[src/rtl/mem_arbiter_if.sv]
// mem_arbiter_if: bus bundle between the fetch/load-store requesters, the
// arbiter and a registered-read RAM.
`default_nettype none

interface mem_arbiter_if;
    logic        if_req;
    logic [15:0] if_addr;
    logic        if_gnt;
    logic        if_rvalid;
    logic [7:0]  if_rdata;

    logic        ls_req;
    logic        ls_we;
    logic [15:0] ls_addr;
    logic [7:0]  ls_wdata;
    logic        ls_gnt;
    logic        ls_rvalid;
    logic [7:0]  ls_rdata;

    logic [15:0] mem_addr;
    logic [7:0]  mem_wdata;
    logic        mem_load;
    logic        mem_assert;
    logic [7:0]  mem_rdata;

    modport slave (
        input  if_req, if_addr, ls_req, ls_we, ls_addr, ls_wdata, mem_rdata,
        output if_gnt, if_rvalid, if_rdata, ls_gnt, ls_rvalid, ls_rdata,
               mem_addr, mem_wdata, mem_load, mem_assert
    );

    modport master (
        output if_req, if_addr, ls_req, ls_we, ls_addr, ls_wdata, mem_rdata,
        input  if_gnt, if_rvalid, if_rdata, ls_gnt, ls_rvalid, ls_rdata,
               mem_addr, mem_wdata, mem_load, mem_assert
    );
endinterface

`default_nettype wire

[src/rtl/mem_arbiter.sv]
// ---------------------------------------------------------------------------
// mem_arbiter: two-port (fetch / load-store) arbiter onto a single-port RAM
// with load-store priority bounded by a fetch starvation limit.
// Revision: 1.0
// ---------------------------------------------------------------------------
`default_nettype none

module mem_arbiter #(
    parameter int STARVE_LIMIT = 2
) (
    input  wire logic    clk,
    input  wire logic    rst_n,
    mem_arbiter_if.slave bus
);

    localparam logic [2:0] c_STARVE_LIMIT = 3'(STARVE_LIMIT);

    typedef enum logic [1:0] {
        ST_NONE  = 2'd0,
        ST_IF_RD = 2'd1,
        ST_LS_RD = 2'd2,
        ST_LS_WR = 2'd3
    } state_t;

    state_t      r_state;
    logic [2:0]  r_streak;
    logic [15:0] r_last_addr;

    logic        w_if_gnt;
    logic        w_ls_gnt;
    logic [15:0] w_mem_addr;

    // Grants are masked by reset so nothing reaches the RAM while rst_n is low.
    assign w_if_gnt = rst_n & bus.if_req & (~bus.ls_req | (r_streak == c_STARVE_LIMIT));
    assign w_ls_gnt = rst_n & bus.ls_req & ~w_if_gnt;

    assign w_mem_addr = w_if_gnt ? bus.if_addr :
                        w_ls_gnt ? bus.ls_addr : r_last_addr;

    assign bus.if_gnt     = w_if_gnt;
    assign bus.ls_gnt     = w_ls_gnt;
    assign bus.mem_addr   = w_mem_addr;
    assign bus.mem_wdata  = w_ls_gnt ? bus.ls_wdata : 8'h00;
    assign bus.mem_load   = w_ls_gnt & bus.ls_we;
    assign bus.mem_assert = 1'b0;

    assign bus.if_rvalid = (r_state == ST_IF_RD);
    assign bus.ls_rvalid = (r_state == ST_LS_RD);
    assign bus.if_rdata  = bus.mem_rdata;
    assign bus.ls_rdata  = bus.mem_rdata;

    always_ff @(posedge clk or negedge rst_n) begin
        if (!rst_n) begin
            r_state     <= ST_NONE;
            r_streak    <= 3'd0;
            r_last_addr <= 16'h0000;
        end else begin
            if (w_if_gnt) begin
                r_state <= ST_IF_RD;
            end else if (w_ls_gnt && bus.ls_we) begin
                r_state <= ST_LS_WR;
            end else if (w_ls_gnt) begin
                r_state <= ST_LS_RD;
            end else begin
                r_state <= ST_NONE;
            end

            r_last_addr <= w_mem_addr;

            // Streak only counts load/store wins that actually held off a fetch.
            if (!bus.if_req || w_if_gnt) begin
                r_streak <= 3'd0;
            end else if (w_ls_gnt && (r_streak != c_STARVE_LIMIT)) begin
                r_streak <= r_streak + 3'd1;
            end
        end
    end

endmodule

`default_nettype wire
[src/flat_wrapper.sv]
// flat-port wrapper written by rule: the top's interface ports become plain ports
module mem_arbiter_flat 
#(
    parameter int STARVE_LIMIT = 2
)
  (clk, rst_n, bus_if_req, bus_if_addr, bus_ls_req, bus_ls_we, bus_ls_addr, bus_ls_wdata, bus_mem_rdata, bus_if_gnt, bus_if_rvalid, bus_if_rdata, bus_ls_gnt, bus_ls_rvalid, bus_ls_rdata, bus_mem_addr, bus_mem_wdata, bus_mem_load, bus_mem_assert);
  mem_arbiter_if bus_i ();
  input  wire logic clk;
  input  wire logic rst_n;
  input wire logic [$bits(bus_i.if_req)-1:0] bus_if_req;
  input wire logic [$bits(bus_i.if_addr)-1:0] bus_if_addr;
  input wire logic [$bits(bus_i.ls_req)-1:0] bus_ls_req;
  input wire logic [$bits(bus_i.ls_we)-1:0] bus_ls_we;
  input wire logic [$bits(bus_i.ls_addr)-1:0] bus_ls_addr;
  input wire logic [$bits(bus_i.ls_wdata)-1:0] bus_ls_wdata;
  input wire logic [$bits(bus_i.mem_rdata)-1:0] bus_mem_rdata;
  output wire logic [$bits(bus_i.if_gnt)-1:0] bus_if_gnt;
  output wire logic [$bits(bus_i.if_rvalid)-1:0] bus_if_rvalid;
  output wire logic [$bits(bus_i.if_rdata)-1:0] bus_if_rdata;
  output wire logic [$bits(bus_i.ls_gnt)-1:0] bus_ls_gnt;
  output wire logic [$bits(bus_i.ls_rvalid)-1:0] bus_ls_rvalid;
  output wire logic [$bits(bus_i.ls_rdata)-1:0] bus_ls_rdata;
  output wire logic [$bits(bus_i.mem_addr)-1:0] bus_mem_addr;
  output wire logic [$bits(bus_i.mem_wdata)-1:0] bus_mem_wdata;
  output wire logic [$bits(bus_i.mem_load)-1:0] bus_mem_load;
  output wire logic [$bits(bus_i.mem_assert)-1:0] bus_mem_assert;
  assign bus_i.if_req = bus_if_req;
  assign bus_i.if_addr = bus_if_addr;
  assign bus_i.ls_req = bus_ls_req;
  assign bus_i.ls_we = bus_ls_we;
  assign bus_i.ls_addr = bus_ls_addr;
  assign bus_i.ls_wdata = bus_ls_wdata;
  assign bus_i.mem_rdata = bus_mem_rdata;
  assign bus_if_gnt = bus_i.if_gnt;
  assign bus_if_rvalid = bus_i.if_rvalid;
  assign bus_if_rdata = bus_i.if_rdata;
  assign bus_ls_gnt = bus_i.ls_gnt;
  assign bus_ls_rvalid = bus_i.ls_rvalid;
  assign bus_ls_rdata = bus_i.ls_rdata;
  assign bus_mem_addr = bus_i.mem_addr;
  assign bus_mem_wdata = bus_i.mem_wdata;
  assign bus_mem_load = bus_i.mem_load;
  assign bus_mem_assert = bus_i.mem_assert;
  mem_arbiter #(.STARVE_LIMIT(STARVE_LIMIT)) u_core (.clk(clk), .rst_n(rst_n), .bus(bus_i));
endmodule
[config.mk]
export PLATFORM = sky130hd
export DESIGN_NAME = mem_arbiter_flat
export DESIGN_NICKNAME = d
export VERILOG_FILES = /design/src/rtl/mem_arbiter_if.sv /design/src/rtl/mem_arbiter.sv /design/src/flat_wrapper.sv
export SDC_FILE = /design/constraint.sdc
export NUM_CORES = 1
export LEC_CHECK = 0
export ABC_AREA = 1
export CAP_MARGIN = 25
export CELL_PAD_IN_SITES_DETAIL_PLACEMENT = 2
export CELL_PAD_IN_SITES_GLOBAL_PLACEMENT = 2
export CORE_MARGIN = 10
export CORE_UTILIZATION = 15
export CTS_CLUSTER_SIZE = 24
export DETAILED_ROUTE_END_ITERATION = 8
export PLACE_DENSITY_LB_ADDON = 0.3
export SETUP_SLACK_MARGIN = 0.5
export SLEW_MARGIN = 20
export SYNTH_ARGS = -nofsm -noshare
export SYNTH_HDL_FRONTEND = slang
export SYNTH_SLANG_ARGS = --single-unit
[constraint.sdc]
create_clock -name clk -period 1.61 [get_ports clk]
set_clock_uncertainty 0.2 [all_clocks]
set_input_delay 0.322 -clock clk [delete_from_list [all_inputs] [get_ports clk]]
set_output_delay 0.322 -clock clk [all_outputs]
set_load 0.02 [all_outputs]
# After elaboration in Yosys (flattened, before gate mapping)
# Cells that the tools add are included.
[word_totals]
reg_bits = 21
inputBits = 53
out_inout_bits = 46
wordCells = 29
[op_classes]
add_sub_neg = 1
n_eq_ne = 4
muxes = 8
bitwise = 8
n_reduce_logical = 5
[ops]
columns = ["op", "count"]
rows = [
  ["16-bit two-way mux", 2],
  ["8-bit two-way mux", 1],
  ["2-bit two-way mux", 3],
  ["3-bit two-way mux", 2],
  ["1-bit AND", 5],
  ["3-bit by 1-bit adder with 3-bit output (second input constant)", 1],
  ["3-bit by 2-bit == test with 1-bit output (second input constant)", 1],
  ["3-bit by 2-bit inequality test with 1-bit output (second input constant)", 1],
  ["2-bit by 1-bit == test with 1-bit output (second input constant)", 1],
  ["2-bit == test (second input constant)", 1],
  ["1-bit logical AND", 2],
  ["1-bit NOT", 2],
  ["2-bit nonzero test", 1],
  ["1-bit logical NOT", 1],
  ["1-bit logical OR", 1],
  ["1-bit OR", 1],
]

# Longest topological paths before layout
# Gate-level depths: netlist (run 1).
[depth]
word_depth = 8
mapped_depth = 9
mapped_depth_nobuf = 8

# Least setup slack after synthesis (run 1)
# No wires, ideal clock.
[synth_path]
kind = "flip-flop to output port"
from = "register u_core.r_streak[0]"
to = "output port bus_mem_addr[1]"
arrival_ns = 1.455
t_required_ns = 1.088
slack_ns = -0.367
path_stages_with_launch = 7
path_cell_list = "dfrtp_1 -> inv_1 -> ha_1 -> nand2_1 -> a21oi_1 -> nand2_1 -> nand2_1"
[synth_between]
elab_chain_len = 7
[synth_rtl]
columns = ["item", "line_no", "text"]
rows = [
  ["start, declared", "mem_arbiter.sv:26", "logic [2:0] r_streak;"],
  ["start signal, assigned", "mem_arbiter.sv:74", "r_streak <= r_streak + 3'd1;"],
  ["3-bit by 2-bit == test with 1-bit output *", "mem_arbiter.sv:34", "assign w_if_gnt = rst_n & bus.if_req & (~bus.ls_req | (r_streak == c_STARVE_LIMIT));"],
  ["1-bit OR *", "mem_arbiter.sv:34", ""],
  ["1-bit AND *", "mem_arbiter.sv:34", ""],
  ["via bus_if_gnt", "flat_wrapper.sv:17", "output wire logic [$bits(bus_i.if_gnt)-1:0] bus_if_gnt;"],
  ["1-bit NOT", "mem_arbiter.sv:35", "assign w_ls_gnt = rst_n & bus.ls_req & ~w_if_gnt;"],
  ["1-bit AND", "mem_arbiter.sv:35", ""],
  ["16-bit two-way mux", "mem_arbiter.sv:38", "w_ls_gnt ? bus.ls_addr : r_last_addr;"],
  ["16-bit two-way mux *", "mem_arbiter.sv:37", "assign w_mem_addr = w_if_gnt ? bus.if_addr :"],
  ["end, declared", "flat_wrapper.sv:23", "output wire logic [$bits(bus_i.mem_addr)-1:0] bus_mem_addr;"],
]
# The timed path passes the listed nets; every way through them passes the cells marked *.

# Final worst setup path (run 1)
[layout_path]
from = "register u_core.r_streak[0]"
to = "output port bus_mem_addr[11]"
[layout_between]
elab_chain_len = 7
[layout_rtl]
columns = ["item", "line_no"]
rows = [
  ["3-bit by 2-bit == test with 1-bit output *", "mem_arbiter.sv:34"],
  ["1-bit OR *", "mem_arbiter.sv:34"],
  ["1-bit AND *", "mem_arbiter.sv:34"],
  ["1-bit NOT", "mem_arbiter.sv:35"],
  ["1-bit AND", "mem_arbiter.sv:35"],
  ["16-bit two-way mux", "mem_arbiter.sv:38"],
  ["16-bit two-way mux *", "mem_arbiter.sv:37"],
]
# Mark *: on every way between the ends. The rest lies on a longest branch, timed or not.

==> metrics, run 1 <==
Worst setup SP type=flip-flop; P_leak=1.52 nW; Min Clock Period, post-route=2.17 ns; Final Hold Viols=17; worst hold slack=-0.109 ns; fin crit share=135%; max-cap violations=0; Initial Utilization=15.5%; Vias/cell=3.78; CTS Buffer Depth=2; DRC violations left=0; Die H=118 µm; share of layout cells above drive strength 1=48.6%; half-perimeter wire length after placement=5030 µm; Critical Path RT=1.09 ns; initial antenna violation count=0; # nets final=369; VDD IR max=237 µV; Seq/Total Area, Yosys=36.8%; CTS tree=yes; Post-Syn Area=0.00143 mm²; status=finished with violations; final worst setup slack=-0.559 ns; area of the die=0.0138 mm²; largest net degree at the start of global routing=17; number of fill cells=1045; crit end category=output pin; Tot Pwr=0.00199 W; Power Density=654 mW/mm²; drt wl/cell=15.0 µm; max frequency=461 MHz; row count=35; post-route antenna net violation count=0; CTS root buf=clkbuf_8; setup violators final=37; average size of a mapped cell=6.62 µm²; clock latency on the worst-skew pair=0.27 ns; gr usage total=9.33%; distinct cell type count of the synthesized netlist=16; Worst Path Arrival=1.65 ns; PortBufs=73; number of H-tree levels=1; final instance area=0.00304 mm²; cts bufs inserted=3; Crit Path Class=reg -> out; RSZ-0062 raised after global routing=yes; max-slew violation count=0; FF+latch count, synth=21; min-delay worst type=in -> async; drt total wl=6620 µm; area grow syn2layout=113%; Starting DRT DRC Count=50; Worst R2R Path Depth=12; Mapped Cells=216; routability cong.=0.677; First-pass DRT Iterations=2; Worst-path clk slew=0.08 ns; gr ovfl total=0; first-pass GRT wire length=10500 µm; DP Area=0.00254 mm²; # IOs=99; Synth Net Count=271; CTS Sinks=21; Ys Warns=0; n_diodes=0; core area=0.00924 mm²; vias in the first global route=1927; failing checks=hold timing, setup timing; DR vias=1669; Critical Path Fanout Max=7; Die W=118 µm
## path summary, 6_finish.rpt
| check | start | to | slack, ns |
|---|---|---|---|
| worst min register to register | u_core.r_streak[2] | u_core.r_streak[2] | 0.36 |
| max in group asynchronous | rst_n | u_core.r_streak[0] | 1.00 |
| worst max-delay path | u_core.r_streak[0] | bus_mem_addr[11] | -0.56 |
| worst min-delay path | rst_n | u_core.r_last_addr[15] | -0.11 |
| worst max register to register | u_core.r_streak[0] | u_core.r_last_addr[5] | -0.28 |
| min in group clk | bus_if_req | u_core.r_streak[2] | 0.33 |
## cell usage after synthesis, drive strengths merged
| cell type | count | area [µm²] |
|---|---|---|
| nand3b | 11 | 82.6 |
| buf | 24 | 169 |
| nand3 | 13 | 65.1 |
| a21oi | 1 | 5.00 |
| nand2 | 87 | 339 |
| ha | 2 | 25.0 |
| conb | 1 | 3.75 |
| dfrtp | 21 | 526 |
| o21ai | 3 | 15.0 |
| nor2 | 12 | 45.0 |
| inv | 41 | 154 |
## placed cells by master, fill, tap and decap left out, types with 2 or more instances in the layout
cell type / instances
dfrtp_1: 21
nor2_2: 2
o21ai_1: 2
nand2_1: 45
buf_4: 23
nand2_8: 4
nand2_4: 22
buf_6: 44
clkdlybuf4s50_1: 41
nand2_2: 17
nand3_1: 12
nand3b_1: 11
inv_2: 16
nor2_4: 9
inv_1: 24
buf_12: 3
clkbuf_8: 3
## flip-flops by register name, indices dropped and copies added (netlist names)
name / flops
u_core.r_last_addr: 16
u_core.r_state: 2
u_core.r_streak: 3
## cells by family (layout without fill, tap and decap cells)
| logic type | after synthesis | in the layout | share of synthesized area, % |
|---|---|---|---|
| compound gates | 4 | 4 | 1.40 |
| fa+ha+maj | 2 | 2 | 1.75 |
| buf+inv | 65 | 161 | 22.6 |
| flops | 21 | 21 | 36.8 |
| other cells | 1 | 1 | 0.262 |
| simple gates | 123 | 124 | 37.2 |
## routing by layer
metal	track usage [%]	vias to the layer above	share of wire (%)	wire length, µm
met5	0	-	0	0
met4	0.927	0	0.23	15
met3	2.54	2	4.1	271
met2	16.7	39	53	3490
met1	11.2	816	43	2840
li1	-	812	-	-
## area by class of cell
| class | count | area [µm²] | share of cell area (%) |
|---|---|---|---|
| tap | 129 | 161 | 5.31 |
| clock buffer | 4 | 45.0 | 1.48 |
| sequential | 21 | 526 | 17.3 |
| timing repair buffer | 116 | 1210 | 39.8 |
| multi-input combinational | 131 | 940 | 30.9 |
| inverter | 41 | 159 | 5.22 |
## where the power goes
| part | leakage, nW | internal, W | switching (W) |
|---|---|---|---|
| registers | 0.259 | 0.000592 | 0.0000204 |
| logic | 1.24 | 0.000521 | 0.000480 |
| clock network | 0.0228 | 0.000177 | 0.000199 |
| total | 1.52 | 0.00129 | 0.000699 |
## critical path: stages, from the launching register on
cell	delay (ns)
dfrtp_1	0.38
inv_1	0.06
ha_2	0.19
nand2_4	0.10
nand2_8	0.10
nand2_8	0.10
buf_12	0.16
nand2_4	0.05
nand2_2	0.05
inv_2	0.07
buf_6	0.11
## metrics by stage
stage / utilization (%) / setup WS [ns] / setup TNS, ns / cells
global route: 32.9 / -0.679 / -19.09 / 442
global placement: 27.5 / -1.06 / -32.22 / 420
CTS: 31.0 / -0.585 / -14.90 / 437
floorplan: - / -0.126 / -2.67 / 216
finish: 32.9 / -0.559 / -14.80 / 442
detailed placement: 27.5 / -1.13 / -33.96 / 420
## repair_timing
action	4_1_cts	5_1_grt
setup buffers	11	5
endpoints found under the setup margin	50	50
pin swaps	15	10
resized for setup	222	35
endpoints found under the hold margin	17	17
cloned	2	0
No activity file was read; power rests on OpenSTA's default activity.
==> run 2: changes to the inputs <==
--- a/config.mk
+++ b/config.mk
@@ -5,12 +5,11 @@
 export SDC_FILE = /design/constraint.sdc
 export NUM_CORES = 1
 export LEC_CHECK = 0
-export ABC_AREA = 1
 export CAP_MARGIN = 25
 export CELL_PAD_IN_SITES_DETAIL_PLACEMENT = 2
 export CELL_PAD_IN_SITES_GLOBAL_PLACEMENT = 2
 export CORE_MARGIN = 10
-export CORE_UTILIZATION = 15
+export CORE_UTILIZATION = 17
 export CTS_CLUSTER_SIZE = 24
 export DETAILED_ROUTE_END_ITERATION = 8
 export PLACE_DENSITY_LB_ADDON = 0.3
==> constraint.sdc (replaced) <==
create_clock -name clk -period 1.61 [get_ports clk]
set_clock_uncertainty 0.2 [all_clocks]
set_input_delay 0.322 -clock clk [delete_from_list [all_inputs] [get_ports clk]]
set_output_delay 0.322 -clock clk [all_outputs]
set_load 0.005 [all_outputs]
==> metrics, run 2 <==
combinational share of power=44.9%; Power Density=656 mW/mm²; largest net degree at the start of global routing=21; Largest register FFs=16; Fin Setup TNS=-22.25 ns; Crit Path Class=reg -> out; post-synthesis async set-or-reset flop share=100%; area of the die=0.0116 mm²; Post-synth top cells=mux2_2, dfrtp_1, buf_4; RSZ-0062 raised after global routing=yes; gr usage total=9.82%; CP bufs+invs=6; Initial Utilization=17.7%; FF+latch count, synth=21; First-pass DRT Iterations=2; Starting DRT DRC Count=30; Synth Net Count=161; max frequency=423 MHz; Worst-path clk slew=0.08 ns; Yosys top cell area share=40.3%; Tot Pwr=0.00179 W; initial antenna violation count=0; routability cong.=0.697; Top delay family on crit path=buffers and inverters; internal power=0.00133 W; setup violators final=45; Multi-input gate area=796 µm²; first-pass GRT wire length=8870 µm; critical path, cell by cell=ha_4 -> buf_6 -> buf_6 -> a31oi_4 -> buf_6 -> buf_6 -> buf_6 -> and2_4 -> buf_6; CTS Buffer Depth=2; R2R Path Start=u_core.r_streak[0]; Clk network pwr share=20.1%; post-route antenna net violation count=0; row count=31; gr ovfl total=0; slowest cell delay on critical path=0.41 ns; Vias/cell=3.85; min-delay worst type=in -> async; DR vias=1181; Seq/Total Area, Yosys=40.3%; cts bufs inserted=3; Largest regs=u_core.r_last_addr: 16 flops, u_core.r_streak: 3 flops, u_core.r_state: 2 flops; share of layout cells above drive strength 1=63.0%; DRC violations left=0; CTS Sinks=21; drt wl/cell=19.1 µm; clock latency on the worst-skew pair=0.26 ns; P_leak=1.24 nW; Final Hold Viols=0; commonest non-fill, non-tap cell in the layout=buf_6; Worst setup SP type=flip-flop; n_diodes=0; switching part of the total=25.6%; Worst Path Arrival=1.84 ns; Die H=108 µm; Ys Warns=0; Die W=108 µm; Sw Pwr=0.000458 W; final worst setup slack=-0.752 ns; commonest non-fill, non-tap cells in the layout=buf_6, clkdlybuf4s50_1, mux2_4; FF+latch area=526 µm²; area grow syn2layout=110%; crit end category=output pin; largest area contributor in the netlist=dfrtp_1; CP max-delay cell=dfrtp_1; CTS root buf=clkbuf_8; EDFF count, synth=0; distinct cell type count of the synthesized netlist=24; status=finished with violations; max-cap violations=0; Min Clock Period, post-route=2.36 ns; # IOs=99; fin crit share=147%; PortBufs=73; half-perimeter wire length after placement=4070 µm; # nets final=264; vias in the first global route=1492; CTS hold repair buffers=0; drt total wl=5850 µm; CP startpoint=u_core.r_streak[1]; average size of a mapped cell=12.3 µm²; Critical Path Fanout Max=3; number of H-tree levels=1; top post-synthesis cells by area=dfrtp_1, mux2_2, buf_4; CTS tree=yes; most frequent cell after synthesis=mux2_2; failing checks=setup timing; Main synth FF type=dfrtp_1; cell mode on critical path=buf_6; Critical Path RT=1.09 ns; Mapped Cells=106; Post-Syn Area=0.00130 mm²; VDD IR max=305 µV; core area=0.00737 mm²; Seq pwr share=35.0%; Largest Register=u_core.r_last_addr; max-slew violation count=0; number of fill cells=765
-- run 2: changes by cell type in the layout (fill, tap and decap cells not counted), sizes merged, moves of 3 or more --
cell and change:
nand2 -86, inv -39, mux2 +32, nand3 -13
nor2 -12, nand3b -11, and2 +9, nand2b +3
o21ai -3
-- run 2: power groups by stage --
| stage | Clock [W] | Sequential, W | Combinational [W] |
|---|---|---|---|
| after CTS | 0.000381 | 0.000627 | 0.000763 |
| after global routing | 0.000413 | 0.000635 | 0.000866 |
| after global placement | 0 | 0.000629 | 0.000595 |
| after detailed placement | 0 | 0.000635 | 0.000618 |
| after floorplan | 0 | 0.000623 | 0.000280 |
| final | 0.000360 | 0.000627 | 0.000805 |
-- run 2: worst paths after layout --
path / endpoint / slack [ns] / cells after the start
worst max-delay path: bus_mem_wdata[0] / -0.75 / 9
worst min-delay path: u_core.r_last_addr[15] / 0.08 / 2
worst max register to register: u_core.r_last_addr[15] / -0.32 / 9
worst min register to register: u_core.r_streak[0] / 0.41 / 3
max in group asynchronous: u_core.r_last_addr[10] / 0.93 / 2
min in group clk: u_core.r_streak[0] / 0.41 / 3
-- run 2: routing by layer --
| metal | track usage, % | vias to the layer above | part of all wire [%] | routed length [µm] |
|---|---|---|---|---|
| met5 | 0 | - | 0 | 0 |
| met4 | 1.05 | 0 | 0.14 | 8 |
| met2 | 18.3 | 55 | 52 | 3030 |
| met3 | 4.01 | 2 | 9.1 | 532 |
| met1 | 10.4 | 574 | 39 | 2280 |
| li1 | - | 550 | - | - |
-- run 2: layout make-up --
cell class	count	area share, %
Multi-Input combinational cell	63	29.1
Sequential cell	21	19.2
Clock inverter	1	0.183
Inverter	2	0.275
Tap cell	99	4.54
Clock buffer	3	1.51
Timing Repair Buffer	118	45.1
-- run 2: kinds of logic (layout without fill, tap and decap cells) --
family                   count (synthesis)  count (layout)  share of synthesized area (%)
buffers and inverters                   22             124                           12.4
multiplexers                            32              32                           29.9
adder cells (fa/ha/maj)                  2               2                           1.92
flip-flops                              21              21                           40.3
AO/OA/AOI/OAI                            8               8                           4.89
AND/OR/NAND/NOR                         20              20                           10.3
other                                    1               1                          0.288
-- run 2: what timing repair did --
| action | 4_1_cts | 5_1_grt |
|---|---|---|
| cloned | 2 | 0 |
| pin swaps | 15 | 6 |
| endpoints found under the hold margin | 0 | 0 |
| setup buffers | 20 | 6 |
| resized for setup | 188 | 13 |
| endpoints found under the setup margin | 50 | 50 |
-- run 2: worst register-to-register path, delay by kind of cell (launching register included) --
kind            cells  cell delay [ns]
simple gates        1             0.07
fa+ha+maj           1             0.16
buf+inv             5             0.55
mux                 1             0.32
flops               1             0.40
compound gates      1             0.15
-- run 2: through the flow --
step                      area, µm²  util, %  cells  setup slack (ns)  hold WS, ns
after floorplan                1360        -    106            -0.337       -0.174
after global placement         2210     30.0    275             -1.10        0.368
after CTS                      2630     35.7    301            -0.755       0.0603
after global routing           2730     37.1    307            -0.844        0.118
after detailed placement       2210     30.0    275             -1.15        0.406
final                          2730     37.1    307            -0.752       0.0831
